## config.mk

```make
export PLATFORM = sky130hd
export DESIGN_NAME = sync_fifo_prog
export DESIGN_NICKNAME = d
export VERILOG_FILES = /design/src/rtl/fifo_pkg.sv /design/src/rtl/fifo_mem.sv /design/src/rtl/sync_fifo_prog.sv
export SDC_FILE = /design/constraint.sdc
export NUM_CORES = 1
export LEC_CHECK = 0
export BUFFER_PORTS_ARGS = -buffer_cell sky130_fd_sc_hd__buf_4
export CORE_AREA = 2 2 115 117
export DETAILED_ROUTE_END_ITERATION = 10
export DIE_AREA = 0 0 117 119
export PLACE_DENSITY_LB_ADDON = 0.2
export SYNTH_ARGS = -nofsm -noshare
export SYNTH_HDL_FRONTEND = slang
export SYNTH_HIERARCHICAL = 1
export SYNTH_SLANG_ARGS = --single-unit
export TNS_END_PERCENT = 50
```

## constraint.sdc

```tcl
create_clock -name clk -period 2.5 [get_ports clk]
set_input_delay 0 -clock clk [delete_from_list [all_inputs] [get_ports clk]]
set_output_delay 0 -clock clk [all_outputs]
set_load 0.02 [all_outputs]
```

## src/rtl/fifo_pkg.sv

```systemverilog
`default_nettype none
// ============================================================================
// Module      : fifo_pkg
// Description : Shared types and helpers for the programmable synchronous FIFO.
// Revision    : 1.0 - initial release
// ============================================================================
package fifo_pkg;

   typedef enum logic {
      FIFO_STD  = 1'b0,
      FIFO_FWFT = 1'b1
   } fifo_mode_e;

   localparam int unsigned c_MIN_DEPTH = 2;

   // Pointer width for a given depth; a depth below the minimum still needs one bit.
   function automatic int unsigned fifo_aw(input int unsigned depth);
      return (depth < c_MIN_DEPTH) ? 1 : $clog2(depth);
   endfunction

   // Explicit wrap so that non-power-of-two depths never index past the array.
   function automatic int unsigned ptr_inc(input int unsigned ptr, input int unsigned depth);
      return (ptr >= depth - 1) ? 0 : ptr + 1;
   endfunction

endpackage
`default_nettype wire

```

## src/rtl/fifo_mem.sv

```systemverilog
`default_nettype none
// ============================================================================
// Module      : fifo_mem
// Description : DEPTH x WIDTH storage, synchronous write, asynchronous read.
// Revision    : 1.0 - initial release
// ============================================================================
module fifo_mem #(
   parameter int WIDTH = 16,
   parameter int DEPTH = 8,
   parameter int AW    = 3
) (
   input  logic             clk,
   input  logic             wr_en,
   input  logic [AW-1:0]    wr_addr,
   input  logic [WIDTH-1:0] wr_data,
   input  logic [AW-1:0]    rd_addr,
   output logic [WIDTH-1:0] rd_data
);

   logic [WIDTH-1:0] r_mem [DEPTH];

   always_ff @(posedge clk) begin
      if (wr_en) begin
         r_mem[wr_addr] <= wr_data;
      end
   end

   assign rd_data = r_mem[rd_addr];

endmodule
`default_nettype wire

```

## src/rtl/sync_fifo_prog.sv

```systemverilog
`default_nettype none
// ============================================================================
// Module      : sync_fifo_prog
// Description : Single-clock FIFO, any depth, std or FWFT output, programmable
//               almost-full/almost-empty thresholds and sticky error flags.
// Revision    : 1.0 - initial release
// ============================================================================
module sync_fifo_prog
   import fifo_pkg::*;
#(
   parameter int FIFO_WIDTH = 16,
   parameter int FIFO_DEPTH = 8,
   parameter int FWFT       = 0,
   localparam int AW        = int'(fifo_aw(FIFO_DEPTH))
) (
   input  logic                  clk,
   input  logic                  rst_n,
   input  logic                  wr_en,
   input  logic [FIFO_WIDTH-1:0] data_in,
   input  logic                  rd_en,
   input  logic [AW:0]           af_thresh,
   input  logic [AW:0]           ae_thresh,
   input  logic                  err_clr,
   output logic [FIFO_WIDTH-1:0] data_out,
   output logic                  wr_ack,
   output logic                  overflow,
   output logic                  underflow,
   output logic                  full,
   output logic                  empty,
   output logic                  almostfull,
   output logic                  almostempty,
   output logic [AW:0]           level,
   output logic                  ovf_sticky,
   output logic                  udf_sticky
);

   localparam fifo_mode_e  c_MODE  = (FWFT != 0) ? FIFO_FWFT : FIFO_STD;
   localparam logic [AW:0] c_DEPTH = (AW+1)'(FIFO_DEPTH);
   localparam logic [AW:0] c_ONE   = (AW+1)'(1);

   logic [AW-1:0]         r_wr_ptr;
   logic [AW-1:0]         r_rd_ptr;
   logic [AW:0]           r_level;
   logic                  r_wr_ack;
   logic                  r_overflow;
   logic                  r_underflow;
   logic                  r_ovf_sticky;
   logic                  r_udf_sticky;
   logic                  w_wr_acc;
   logic                  w_rd_acc;
   logic                  w_wr_rej;
   logic                  w_rd_rej;
   logic [FIFO_WIDTH-1:0] w_mem_rd;

   // Acceptance is decided on the pre-edge level, so a full FIFO still pops and an empty one still pushes.
   assign w_wr_acc = wr_en && (r_level < c_DEPTH);
   assign w_rd_acc = rd_en && (r_level != '0);
   assign w_wr_rej = wr_en && !w_wr_acc;
   assign w_rd_rej = rd_en && !w_rd_acc;

   always_ff @(posedge clk or negedge rst_n) begin
      if (!rst_n) begin
         r_wr_ptr <= '0;
         r_rd_ptr <= '0;
         r_level  <= '0;
      end else begin
         if (w_wr_acc) begin
            r_wr_ptr <= AW'(ptr_inc(32'(r_wr_ptr), FIFO_DEPTH));
         end
         if (w_rd_acc) begin
            r_rd_ptr <= AW'(ptr_inc(32'(r_rd_ptr), FIFO_DEPTH));
         end
         case ({w_wr_acc, w_rd_acc})
            2'b10:   r_level <= r_level + c_ONE;
            2'b01:   r_level <= r_level - c_ONE;
            default: r_level <= r_level;
         endcase
      end
   end

   always_ff @(posedge clk or negedge rst_n) begin
      if (!rst_n) begin
         r_wr_ack     <= 1'b0;
         r_overflow   <= 1'b0;
         r_underflow  <= 1'b0;
         r_ovf_sticky <= 1'b0;
         r_udf_sticky <= 1'b0;
      end else begin
         r_wr_ack     <= w_wr_acc;
         r_overflow   <= w_wr_rej;
         r_underflow  <= w_rd_rej;
         // A new error in the same cycle as err_clr keeps the flag set.
         r_ovf_sticky <= w_wr_rej || (r_ovf_sticky && !err_clr);
         r_udf_sticky <= w_rd_rej || (r_udf_sticky && !err_clr);
      end
   end

   fifo_mem #(
      .WIDTH (FIFO_WIDTH),
      .DEPTH (FIFO_DEPTH),
      .AW    (AW)
   ) u_mem (
      .clk     (clk),
      .wr_en   (w_wr_acc),
      .wr_addr (r_wr_ptr),
      .wr_data (data_in),
      .rd_addr (r_rd_ptr),
      .rd_data (w_mem_rd)
   );

   generate
      if (c_MODE == FIFO_FWFT) begin : g_fwft
         assign data_out = w_mem_rd;
      end else begin : g_std
         logic [FIFO_WIDTH-1:0] r_data_out;

         always_ff @(posedge clk or negedge rst_n) begin
            if (!rst_n) begin
               r_data_out <= '0;
            end else if (w_rd_acc) begin
               r_data_out <= w_mem_rd;
            end
         end

         assign data_out = r_data_out;
      end
   endgenerate

   // Status flags are held low while reset is asserted.
   assign full        = rst_n && (r_level == c_DEPTH);
   assign empty       = rst_n && (r_level == '0);
   assign almostfull  = rst_n && (r_level >= af_thresh);
   assign almostempty = rst_n && (r_level <= ae_thresh);

   assign level      = r_level;
   assign wr_ack     = r_wr_ack;
   assign overflow   = r_overflow;
   assign underflow  = r_underflow;
   assign ovf_sticky = r_ovf_sticky;
   assign udf_sticky = r_udf_sticky;

endmodule
`default_nettype wire

```

==> Yosys cells after proc, flatten, opt, wreduce, memory -nomap -nowiden <==
Memories as Yosys holds them, arrays and structs flattened. A register that Yosys moved wholly into a read port is not among the register bits.
Cells that the tools add are included.
{ "word_totals": {"wordCells": 45, "out_inout_bits": 29, "register_bits": 15, "ramBits": 128, "memories": 1} }
{ "memory_table": {"columns": ["name", "depth", "width", "read_ports", "rd_ports_with_merged_regs", "wr", "line", "rtl"], "rows": [
  ["u_mem.r_mem", 8, 16, 1, 1, 1, "fifo_mem.sv:20", "logic [WIDTH-1:0] r_mem [DEPTH];"]
]} }
{ "classes": {"addsub": 4, "magnitude_cmp": 5, "reduce_logical": 19, "eq_ne": 3, "n_mux": 5} }
{ "op_table": {"columns": ["cell", "n"], "rows": [
  ["$logic_and 1x1->1", 10],
  ["$pmux 4 s2", 1],
  ["$add 3x1->3 const B", 2],
  ["$ge 3x3->1 const B", 2],
  ["$mux 3", 2],
  ["$add 4x1->4 const B", 1],
  ["$eq 4x4->1 const B", 1],
  ["$ge 4x4->1", 1],
  ["$le 4x4->1", 1],
  ["$logic_not 1->1", 4],
  ["$logic_not 4->1", 1],
  ["$lt 4x4->1 const B", 1],
  ["$reduce_bool 4->1", 1],
  ["$sub 4x1->4 const B", 1],
  ["$eq 2x1->1 const B", 1],
  ["$eq 2x2->1 const B", 1],
  ["$logic_or 1x1->1", 2],
  ["$mux 1", 2],
  ["$reduce_bool 2->1", 1]
]} }

==> Depth between registers and ports, before layout <==
Gate-level depths: netlist of the first run.
{ "logic_depth": {"word_depth": 5, "mapped_depth": 12, "depth_no_buf": 10} }

==> Cells and area by module <==
Netlist of the first run, hierarchy kept.
{ "by_module_without_submodules": {"columns": ["mod", "cells_each", "seq_area_each_um2", "area_per_inst_um2", "instances"], "rows": [
  ["fifo_mem", 198, 3843.7, 4973.5, 1],
  ["sync_fifo_prog", 132, 775.7, 1647.8, 1]
]} }

==> Worst setup path before layout of the first run <==
OpenSTA, ideal clock, no wires.
{ "synth_path": {"path_type": "reg-to-reg", "start": "reg r_level[3], in the netlist level[3]", "end": "mem u_mem.r_mem[0][0] (enable)", "path_stages_with_launch": 6, "path_buffers": 1, "slack_ns": -0.116, "t_required_ns": 2.091, "setup_time_ns": 0.409, "t_arrival_ns": 2.207, "period_less_slack_ns": 2.616, "cell_sequence": "dfrtp_1 > nand2b_1 > clkbuf_1 > inv_1 > nand2b_1 > nor3_1"} }
{ "synth_via": {"elab_chain_cells": 4} }
{ "synth_lines": {"columns": ["item", "line", "rtl"], "rows": [
  ["start: declaration", "sync_fifo_prog.sv:43", "logic [AW:0] r_level;"],
  ["start signal: assignment", "sync_fifo_prog.sv:74", "2'b10: r_level <= r_level + c_ONE;"],
  ["start signal: assignment", "sync_fifo_prog.sv:75", "2'b01: r_level <= r_level - c_ONE;"],
  ["start signal: assignment", "sync_fifo_prog.sv:76", "default: r_level <= r_level;"],
  ["$lt 4x4->1", "sync_fifo_prog.sv:56", "assign w_wr_acc = wr_en && (r_level < c_DEPTH);"],
  ["$logic_and 1x1->1", "sync_fifo_prog.sv:56", null],
  ["via w_wr_acc", "sync_fifo_prog.sv:49", "logic w_wr_acc;"],
  ["$mux 1", "fifo_mem.sv:23", "if (wr_en) begin"],
  ["$mux 1 (implied by the code)", "fifo_mem.sv:24", "r_mem[wr_addr] <= wr_data;"],
  ["end: declaration", "fifo_mem.sv:20", null]
]} }
The timed path passes the listed nets, and every way through them passes these cells.

==> Worst setup path in the final report of the first run <==
{ "layout_path": {"start": "reg r_level[3], in the netlist level[3]", "end": "reg r_level[2], in the netlist level[2]"} }
{ "layout_via": {"elab_chain_cells": 4, "word_cells_on_any_way": 8, "classes_between": "1 x order compare; 2 x eq/ne; 1 x mux; 4 x reduce/logical"} }
{ "layout_lines": {"columns": ["item", "line", "rtl"], "rows": [
  ["$reduce_bool 4->1 (*)", "sync_fifo_prog.sv:57", "assign w_rd_acc = rd_en && (r_level != '0);"],
  ["$logic_and 1x1->1 (*)", "sync_fifo_prog.sv:57", null],
  ["via w_rd_acc", "sync_fifo_prog.sv:50", "logic w_rd_acc;"],
  ["$eq 2x1->1 / $eq 2x2->1 (equally long branches)", "sync_fifo_prog.sv:73", "case ({w_wr_acc, w_rd_acc})"],
  ["$pmux 4 s2 / $reduce_bool 2->1 (equally long branches)", null, null]
]} }
The timed path passes the listed nets; every way through them passes the cells marked *.
A chain may end at the register's enable or synchronous reset.

==> results, run 1 <==
- The maximum ir drop on the vdd rail is 670 uV.
- The final HPWL from detailed placement is 6930 um.
- The number of setup violations in the final report is 0.
- In this run the worst path has a maximum fanout of 5.
- The async set-or-reset flop fraction in the synthesized netlist is 0.195.
- The clock period could shrink to 2.21 ns.
- The wire length per cell is 18.9 um.
- The starting utilization of the core area is 0.514.
- The first routing iteration left 190 violations.
- The initial antenna violation count is 0.
- The number of max-slew violations in the final report is 0.
- After floorplanning, the core was divided into 42 placement rows.
- Once detail routing completed, the nets flagged for antenna violations numbered 0.
- The number of enable flip-flop cells after synthesis is 128.
- At the end of the flow, the number of nets in the layout was 478.
- The CTS tree is built.
- In this run, distinct cell masters in the synthesized netlist total 37.
- For this design, the sink count on the clock tree is 159.
- The synthesized netlist net count is 374.
- After synthesis the netlist holds a flip-flop and latch count of 159.
- The number of antenna diodes in the final layout is 0.
- The total detailed-routing wirelength is 11800 um.
- In this run the cell area of the synthesized design comes to 6620 um^2.
- The flow ran to the end, and the final reports show no timing, DRC or antenna violations.
- The final count of hold timing violations is 0.
- The area fraction in compound gates after synthesis came to 0.0208.
- Once layout is complete, the utilization of the core stands at 0.632.
- Setup repair after global routing left no endpoint under its margin.
- Sorting the synthesized cells by area gives the leading types as sky130_fd_sc_hd__edfxtp_1, sky130_fd_sc_hd__dfrtp_1, sky130_fd_sc_hd__mux4_1.
- For the pin with the worst max-slew slack, the measured transition is 1.04 ns.
- In the synthesized netlist, the cells that appear most often are sky130_fd_sc_hd__edfxtp_1, sky130_fd_sc_hd__dfrtp_1, sky130_fd_sc_hd__mux4_1.
- 58 I/O pins were placed.
- The finished cells cover 8130 um^2.
- The highest achievable clock rate is 0.452 GHz.
- In this run the worst hold path is classified as in -> async.
- The tightest hold path in the finished design has a slack of 0.0952 ns.
- The overall via count from detail_route is 3325.
- The worst register-to-register path begins at level[3].
- The vias per cell is 5.34.
- Of the total synthesized cell area, the portion taken by XOR and XNOR cells is 0.00661.
- The total congestion overflow is 0.
- The area of combinational cells with multiple inputs is 1840 um^2.
- The worst register-to-register path ends at level[2].
- The die outline height is 119 um.
- The total leakage power is 3.14 nW.
- The most instantiated library cell after synthesis is sky130_fd_sc_hd__edfxtp_1.
- The share of synthesized area in the top cell type comes to 0.580.
- The post-route clock period utilization is 0.885.
- The clock skew after layout is 0.00619 ns.
- The first global-routing pass estimated 18500 um of wire.
- The share of cells above drive strength 1 is 0.333.
- The main combinational cell family by area after synthesis is multiplexers.
- The first-pass detailed-route iteration total is 6.
- The global-route total usage across every layer is 0.186.
- Once the clock tree was built, the resizer swapped 0 gates to a different size.
- The clock insertion delay at the later pin of the skew report is 0.42 ns.
- Data arrives at the worst endpoint at 2.51 ns.
- The clock-pin slew on the worst setup and hold paths is 0.06 ns.
- The layout has 920 filler cells.
- The die is 117 um wide.
- The kind of start point of the critical path is a flip-flop.
- The mean post-synth cell area is 20.1 um^2.
- At the worst endpoint, the required time is 2.80 ns.
- Yosys printed 6 warnings.
- The number of global-route vias before repair was 3313.
- Routability-driven placement finished with a final weighted congestion of 0.763.
- The power density over the cells is 1110 nW/um^2.
- The pin count of the biggest net entering global routing is 36.
- The tool flagged a number of max-cap violations equal to 0.
- Summed over all instances, the cell type with the most area after synthesis is sky130_fd_sc_hd__edfxtp_1.
- In this run the standard cell core region covers 12900 um^2.
- The cell at the root of the clock tree is sky130_fd_sc_hd__clkbuf_16.
- The number of clock buffers added by TritonCTS is 17.
- The H-tree generated during clock tree synthesis spans 4 levels.
- Measured in cells, the most critical reg-to-reg path has a length of 10.
- The number of hold buffers added after CTS is 20.
- The die covers 13900 um^2.
- The count of input and output buffers is 57.
- The instance area after placement is 7330 um^2.
- The final routed DRC violation total is 0.
- For this run, the register share of the synthesized area comes to 0.698.
- From synthesis to final layout, the design area changed by 22.8%.
- Synthesis handed over a netlist of 330 instances.
- Summing all flip-flop and latch instances after layout gives 4620 um^2.
- The most common flop cell mapped by yosys is sky130_fd_sc_hd__edfxtp_1.
- The post-CTS setup repair buffer count is 0.
- The worst setup path is of the reg -> reg kind.
- Measured against its own limit, the worst slew margin works out to 0.308.
- The worst register-to-register path has a setup slack of 0.29 ns.
- The adder-cell area share of the yosys netlist is 0.0283.
- Of the total synthesized cell area, the portion taken by AND, OR, NAND and NOR gates is 0.0325.
- The deepest clock path buffer count is 2.
- The portion of synthesized area spent on multiplexers is 0.188.
- The nature of the critical path endpoint is a flip-flop.
-- area by class of cell --
class                   count  area share
flip-flops and latches    159       0.568
clock buffers              21      0.0566
repair buffers             98      0.0981
inverters                  15     0.00692
clock inverters            11      0.0171
multi-input cells         143       0.226
well taps                 176      0.0271
-- worst max-delay path, stage by stage, from the launching register on --
cell                       delay [ns]
sky130_fd_sc_hd__dfrtp_1         0.43
sky130_fd_sc_hd__nor4_2          0.27
sky130_fd_sc_hd__nand2b_1        0.18
sky130_fd_sc_hd__inv_1           0.07
sky130_fd_sc_hd__ha_1            0.25
sky130_fd_sc_hd__xor2_1          0.17
sky130_fd_sc_hd__ha_1            0.20
sky130_fd_sc_hd__a21oi_1         0.17
sky130_fd_sc_hd__xor2_1          0.16
sky130_fd_sc_hd__nor2_1          0.06
sky130_fd_sc_hd__xor2_1          0.14
-- report_power, final --
part	switching [mW]	total [mW]	internal, mW
Clock	0.970	2.58	1.61
Combinational	1.32	2.86	1.54
Sequential	0.279	3.60	3.32
-- placed cells by master, fill, tap and decap left out, drive strengths merged, types with 7 or more instances in the layout --
master and count:
dfrtp 31, mux4 32, dlygate4sd3 20, nand2 9, inv 15, nand2b 7
nor2 8, mux2 33, edfxtp 128, buf 78, ha 15, clkbuf 21
-- registers in the layout, indices dropped and copies added (netlist names) --
name / cells
u_mem/r_mem: 128
data_out: 16
level: 4
r_rd_ptr: 3
r_wr_ptr: 3
overflow: 1
ovf_sticky: 1
udf_sticky: 1
underflow: 1
wr_ack: 1
-- through the flow --
step / setup slack [ns] / total power [mW] / std cells / setup TNS, ns
final: 0.286 / 9.04 / 623 / 0
after global placement: 0.415 / 6.42 / 571 / 0
after CTS: 0.295 / 9.13 / 623 / 0
after detailed placement: 0.318 / 6.51 / 571 / 0
after global routing: 0.0800 / 9.50 / 623 / 0
after floorplan: -0.112 / 5.60 / 330 / -1.79
-- metal layers --
metal,wire length [um],part of all wire,track usage
met5,0,0,0
met4,148,0.013,0.0625
met3,452,0.038,0.0489
met2,5800,0.49,0.287
met1,5380,0.46,0.261
-- worst max path at each step --
stage               slack, ns  cells past startpoint      from                end
floorplan               -0.11                      5  level[3]  u_mem/r_mem[4][0]
finish                   0.29                     10  level[3]           level[2]
detailed placement       0.32                     10  level[1]           level[2]
global placement         0.42                     10  level[1]           level[2]
global route             0.08                     10  level[3]           level[2]
CTS                      0.30                     10  level[1]           level[2]
-- logic make-up after synthesis --
| group | count (synthesis) |
|---|---|
| flip-flops | 159 |
| adder cells (fa/ha/maj) | 15 |
| AND/OR/NAND/NOR | 40 |
| buffers and inverters | 28 |
| multiplexers | 65 |
| XOR/XNOR | 5 |
| AO/OA/AOI/OAI | 18 |
Power figures use the tool's default switching activity.
==> inputs of run 2 (changes only) <==
--- a/config.mk
+++ b/config.mk
@@ -6,9 +6,9 @@
 export NUM_CORES = 1
 export LEC_CHECK = 0
 export BUFFER_PORTS_ARGS = -buffer_cell sky130_fd_sc_hd__buf_4
-export CORE_AREA = 2 2 115 117
+export CORE_AREA = 2 2 109 111
 export DETAILED_ROUTE_END_ITERATION = 10
-export DIE_AREA = 0 0 117 119
+export DIE_AREA = 0 0 111 113
 export PLACE_DENSITY_LB_ADDON = 0.2
 export SYNTH_ARGS = -nofsm -noshare
 export SYNTH_HDL_FRONTEND = slang
==> constraint.sdc (replaced) <==
create_clock -name clk -period 2.3 [get_ports clk]
set_input_delay 0 -clock clk [delete_from_list [all_inputs] [get_ports clk]]
set_output_delay 0 -clock clk [all_outputs]
set_load 0.02 [all_outputs]
==> results, run 2 (synthesis results as in run 1) <==
- The type of the worst min-delay path is in -> async.
- The clock-pin slew on the worst setup and hold paths is 0.06 ns.
- The worst slew slack as a fraction of its limit is 0.652.
- Hold is met by 0.0917 ns.
- The count of cells in the finished layout, fillers not included, comes to 592.
- The total detailed-routing wirelength is 12000 um.
- For this run the aggregate overflow at the end of global routing stands at 0.
- The post-place setup slack is 0.121 ns.
- The final count of hold timing violations is 0.
- The post-layout minimum cycle time is 2.11 ns.
- Clock tree synthesis inserted a total of 17 buffers.
- For the worst setup path, the data required time is 2.59 ns.
- The first global-routing pass estimated 18500 um of wire.
- The top cell types in the final layout, fill and taps aside, are sky130_fd_sc_hd__edfxtp_1, sky130_fd_sc_hd__buf_4, sky130_fd_sc_hd__dfrtp_1, sky130_fd_sc_hd__mux4_1.
- The number of placed instances, taps included, is 540.
- Setup repair after global routing left no endpoint under its margin.
- The cell seen most often among critical-path stages is sky130_fd_sc_hd__xor2_1.
- u_mem/r_mem holds more flip-flops than any other register.
- The flip-flop count of the largest register after layout is 128.
- The overall via count from detail_route is 3299.
- The cell at the root of the clock tree is sky130_fd_sc_hd__clkbuf_16.
- The worst path setup slack after routing is 0.191 ns.
- The analysis attributes to cell leakage a power of 3.17 nW.
- The worst-case IR drop observed on VDD is 828 uV.
- For the pin with the worst max-slew slack, the measured transition is 0.523 ns.
- The total buffers and inverters traversed by the critical path is 1.
- The met1 wire length is 5210 um.
- The run finished with clean final reports.
- The global placer's final weighted congestion is 0.795.
- The count of input and output buffers is 57.
- The slowest stage cell on the critical path is sky130_fd_sc_hd__dfrtp_1.
- The number of max-cap violations is 0.
- In this run the count of I/O pins placed on the die edge is 58.
- The number of global-route vias before repair is 3407.
- The pin count of the biggest net entering global routing is 36.
- Setup violations remaining at the end of the flow were counted as 0.
- Power spread over the standard cell area amounts to 1210 nW/um^2.
- The detailed router used layers up to and including met4.
- The signal on the critical path passes through nor4_4 -> nand2b_1 -> inv_1 -> ha_2 -> xor2_1 -> ha_1 -> a21oi_1 -> xor2_1 -> nor2_1 -> xor2_1.
- In this run the post-CTS setup repair buffer count came out at 0.
- TritonCTS built the clock tree.
- The area growth from synthesis to layout is 23.3%.
- The count of nets left with antenna violations once routing finished came out at 0.
- The area enclosed by the die boundary is 12500 um^2.
- The largest single stage delay on the critical path is 0.41 ns.
- After the last flow step, the layout net total stands at 480.
- In this run the worst path has a maximum fanout of 5.
- The highest achievable clock rate is 0.474 GHz.
- Counting every sink on the clock net gives 159.
- The vias per cell is 5.57.
- The kind of start point of the critical path is a flip-flop.
- The standard-cell row count is 39.
- The arrival time of the worst setup path is 2.40 ns.
- The area of the placeable core is 11300 um^2.
- The count of routing violations after the opening detailed-route iteration is 146.
- The number of max-slew violations in the final report is 0.
- For the final database, setup skew stands at 0.00741 ns.
- The number of antenna diodes in the final layout is 0.
- The initial antenna violation count is 0.
- The overall die width is 111 um.
- The library cell used most frequently in the layout, excluding fill and tap cells, is sky130_fd_sc_hd__edfxtp_1.
- The starting utilization of the core area is 0.587.
- The length of routed met3 wiring is 458 um.
- The share of cells above drive strength 1 is 0.339.
- The nature of the critical path endpoint is a flip-flop.
- In the finished design, the share of the clock period the worst path needs comes to 0.917.
- The setup check on the worst reg-to-reg path leaves a slack of 0.19 ns.
- The gate family responsible for the most delay along the worst path is simple AND/OR/NAND/NOR gates.
- The routed design uses 6180 um of met2 wire.
- The number of levels the H-tree was split into is 4.
- The critical path class is reg -> reg.
- The wire length per cell is 20.2 um.
- The clock passes through at most 2 buffers.
- Across every metal layer, demand over resource in global routing totals 0.204.
- The final routed DRC violation total is 0.
- The HPWL after detailed placement is 6970 um.
- For the worst-skew pair, the clock arrives at the later sink with an insertion delay of 0.42 ns.
- The die outline height is 113 um.
- For this run, the detailed router's first-pass iteration total came to 4.
==> run 2: changes by cell type in the layout (fill, tap and decap cells not counted), sizes merged <==
cell | previous run | this run
clkbuf | 21 | 22
inv | 15 | 16
clkinvlp | 4 | 3
clkinv | 4 | 3
buf | 78 | 80
==> run 2: layout make-up <==
class	instances	area, um^2
fill	656	3110
inverter	15	56.3
clock buffer	22	474
multi-input combinational	143	1850
sequential	159	4620
tap	143	179
timing repair buffer	100	851
clock inverter	10	135
==> run 2: worst register-to-register path, cell delays in order (launching register included) <==
cell and delay (ns):
sky130_fd_sc_hd__dfrtp_1 0.41, sky130_fd_sc_hd__nor4_4 0.31, sky130_fd_sc_hd__nand2b_1 0.16, sky130_fd_sc_hd__inv_1 0.08
sky130_fd_sc_hd__ha_2 0.21, sky130_fd_sc_hd__xor2_1 0.15, sky130_fd_sc_hd__ha_1 0.17, sky130_fd_sc_hd__a21oi_1 0.14
sky130_fd_sc_hd__xor2_1 0.16, sky130_fd_sc_hd__nor2_1 0.06, sky130_fd_sc_hd__xor2_1 0.14
==> run 2: per-layer routing <==
layer,up-vias,global-route usage
met5,-,0
met4,0,0.0700
met3,7,0.0552
met2,74,0.351
met1,1670,0.255
li1,1548,-
==> run 2: stage by stage <==
step | cell area, um^2 | total power [mW] | utilization | setup TNS, ns
floorplan | 6630 | 6.10 | - | -0.207
global placement | 7350 | 7.02 | 0.652 | 0
detailed placement | 7350 | 7.11 | 0.652 | 0
CTS | 8160 | 10.0 | 0.723 | 0
global route | 8170 | 10.4 | 0.724 | 0
finish | 8170 | 9.90 | 0.724 | 0
==> run 2: final timing paths <==
kind | from | endpoint | cells past startpoint
max in group asynchronous | rst_n | data_out[5] | 2
min | rst_n | data_out[1] | 2
max | level[1] | level[2] | 10
min reg2reg | ovf_sticky | ovf_sticky | 1
max reg2reg | level[1] | level[2] | 10
min in group clk | data_in[5] | u_mem/r_mem[1][5] | 2
==> run 2: power by group <==
group / internal, mW / switching, mW
logic: 1.70 / 1.48
registers: 3.61 / 0.276
clock network: 1.79 / 1.05
==> run 2: what timing repair did <==
action / 4_1_cts / 5_1_grt
hold buffers: 20 / 0
endpoints found under the hold margin: 163 / 0
resized for setup: 0 / 2
endpoints found under the setup margin: 0 / 2
==> inputs of run 3 (changes only) <==
--- a/config.mk
+++ b/config.mk
@@ -5,10 +5,10 @@
 export SDC_FILE = /design/constraint.sdc
 export NUM_CORES = 1
 export LEC_CHECK = 0
-export BUFFER_PORTS_ARGS = -buffer_cell sky130_fd_sc_hd__buf_4
-export CORE_AREA = 2 2 109 111
+export CORE_AREA = 2 2 106 108
 export DETAILED_ROUTE_END_ITERATION = 10
-export DIE_AREA = 0 0 111 113
+export DIE_AREA = 0 0 108 110
+export DONT_BUFFER_PORTS = 1
 export PLACE_DENSITY_LB_ADDON = 0.2
 export SYNTH_ARGS = -nofsm -noshare
 export SYNTH_HDL_FRONTEND = slang
==> results, run 3 (synthesis results as in run 1) <==
- The flow ran to the end, and the final reports show no timing, DRC or antenna violations.
- The net count of the finished layout is 431.
- The wire length per cell is 21.1 um.
- The clock-pin slew on the worst setup and hold paths is 0.06 ns.
- The count of input and output buffers is 0.
- The register containing the most flip-flops in the final layout is u_mem/r_mem.
- The highest achievable clock rate is 0.455 GHz.
- The number of antenna-violating nets in the routed design is 0.
- The critical path data required time is 2.69 ns.
- The pin slew with the least headroom to its limit is 0.531 ns.
- On the final layout, the worst hold slack is 0.0370 ns.
- The congestion estimate from routability-driven global placement came to 0.690.
- The first detailed-routing pass took 4 iterations.
- Compared with the post-synthesis result, the final layout area differs by 17.2%.
- The completed layout was analyzed and its total power is 9.42 mW.
- The delay of the slowest cell on the worst path is 0.39 ns.
- The number of clock buffers added by TritonCTS is 17.
- The overall die width is 108 um.
- The standard-cell row count is 38.
- The total overflow left after global routing is 0.
- The tree is rooted in a sky130_fd_sc_hd__clkbuf_8.
- The worst register-to-register path ends at level[2].
- In this run the deepest clock path goes through 2 buffers.
- Max-cap violations in this run came to 0.
- The flip-flop count of the largest register after layout is 128.
- The worst setup path is captured at a flip-flop.
- The starting utilization of the core area is 0.619.
- The boundary pin count is 58.
- In this run the static leakage power is 2.93 nW.
- The critical path class is reg -> reg.
- The first global-routing pass estimated 17600 um of wire.
- The critical path launch point is level[1].
- The end point of the critical path is level[2].
- The global-route total usage across every layer is 0.211.
- The number of setup violations in the final report is 0.
- The core region is 10700 um^2.
- In this run the cell area measured after placement is 6920 um^2.
- The CTS tree is built.
- The worst slew slack as a fraction of its limit is 0.646.
- In this run, the number of DRC markers left after iteration 0 of detailed routing was 180.
- The cell seen most often among critical-path stages is sky130_fd_sc_hd__xor2_1.
- The arrival time of the worst setup path is 2.59 ns.
- The die outline height is 110 um.
- In this run the worst path has a maximum fanout of 5.
- The final routed DRC violation total is 0.
- Setup slack on the worst reg-to-reg path comes out at 0.10 ns.
- The number of max-slew violations in the final report is 0.
- The slowest stage cell on the critical path is sky130_fd_sc_hd__dfrtp_1.
- The worst setup path is launched from a flip-flop.
- After detailed routing, the number of vias per cell comes to 5.89.
- Leaving out fill and tap cells, the most frequent cells in the layout are sky130_fd_sc_hd__edfxtp_1, sky130_fd_sc_hd__dfrtp_1, sky130_fd_sc_hd__buf_4, sky130_fd_sc_hd__mux4_1.
- The number of setup buffers added after CTS is 0.
- The number of global-route vias before repair is 3351.
- Of the cells placed in the final design, the portion with a size suffix greater than 1 is 0.260.
- The clock insertion delay at the later pin of the skew report is 0.52 ns.
- The worst hold path belongs to the class in -> async.
- Once detailed placement completed, the half-perimeter wirelength came to 6880 um.
- Measured on the finished design, the core utilization comes to 0.725.
- The depth of the worst register-to-register path is 10.
- The area enclosed by the die boundary is 11900 um^2.
- The initial antenna violation count is 0.
- Setup repair after global routing left no endpoint under its margin.
- Clock tree synthesis found a total of 159 sinks.
- The overall via count from detail_route is 3178.
- The H-tree was split into 4 levels.
- Traced cell by cell, the critical path runs through nor4_2 -> nand2b_1 -> inv_1 -> ha_1 -> xor2_1 -> ha_1 -> a21oi_1 -> xor2_1 -> nor2_1 -> xor2_1.
- Between clock sinks in the finished design, the worst skew comes to 0.00877 ns.
- After detailed routing, the total wire length is 11400 um.
- The commonest non-fill, non-tap cell in the layout is sky130_fd_sc_hd__edfxtp_1.
- Power spread over the standard cell area amounts to 1210 nW/um^2.
- In this run the critical register-to-register path is launched from level[1].
- The final count of hold timing violations is 0.
- The pin count of the biggest net entering global routing is 32.
- The final design instance area without fill is 7760 um^2.
- For the finished layout, the period the worst path requires is 2.20 ns.
- In the finished design, the share of the clock period the worst path needs comes to 0.956.
- The repair_antennas step left the layout with diodes totalling 0.
- The maximum ir drop on the vdd rail is 672 uV.
-- run 3: power by group --
part           total [mW]  internal [mW]  leakage [nW]  switching, mW
Clock                2.72           1.69         0.288           1.03
Sequential           4.10           3.61          1.53          0.493
Combinational        2.60           1.42          1.11           1.19
-- run 3: cell type report --
cell class | count | area, um^2
inverters | 15 | 56.3
repair buffers | 51 | 470
fillers | 662 | 2940
clock buffers | 23 | 487
well taps | 140 | 175
flip-flops and latches | 159 | 4620
clock inverters | 9 | 106
multi-input cells | 143 | 1850
-- run 3: how the worst min path moves through the flow --
stage	from	endpoint
final	rst_n	data_out[8]
after CTS	rst_n	overflow
after global placement	rst_n	underflow
after detailed placement	rst_n	ovf_sticky
after floorplan	rst_n	data_out[0]
after global routing	rst_n	data_out[8]
-- run 3: per-stage QoR --
step,TNS (ns),worst slack [ns],instances
4_1_cts,0,0.0788,540
2_1_floorplan,-0.207,-0.178,330
3_5_place_dp,0,0.0922,486
5_1_grt,0,0.00101,540
6_report,0,0.102,540
3_3_place_gp,0,0.213,486
-- run 3: what timing repair did --
action,4_1_cts,5_1_grt
hold buffers,22,0
hold endpoints to repair,168,0
setup endpoints to repair,0,1
gates resized for setup,0,1
-- run 3: critical path, delay by kind of cell, from the launching register on --
| family | cells | cell delay (ns) |
|---|---|---|
| AOI/OAI and AO/OA | 1 | 0.14 |
| xor gates and xnor gates | 3 | 0.46 |
| adders and majority gates | 2 | 0.45 |
| buffers and inverters | 1 | 0.07 |
| DFF | 1 | 0.39 |
| and+or+nand+nor | 3 | 0.58 |
-- run 3: routing by layer --
layer / GRT usage / vias to the layer above / part of all wire
met5: 0 / - / 0
met3: 0.0470 / 10 / 0.039
met1: 0.259 / 1642 / 0.42
met2: 0.370 / 78 / 0.53
met4: 0.0788 / 0 / 0.010
li1: - / 1448 / -
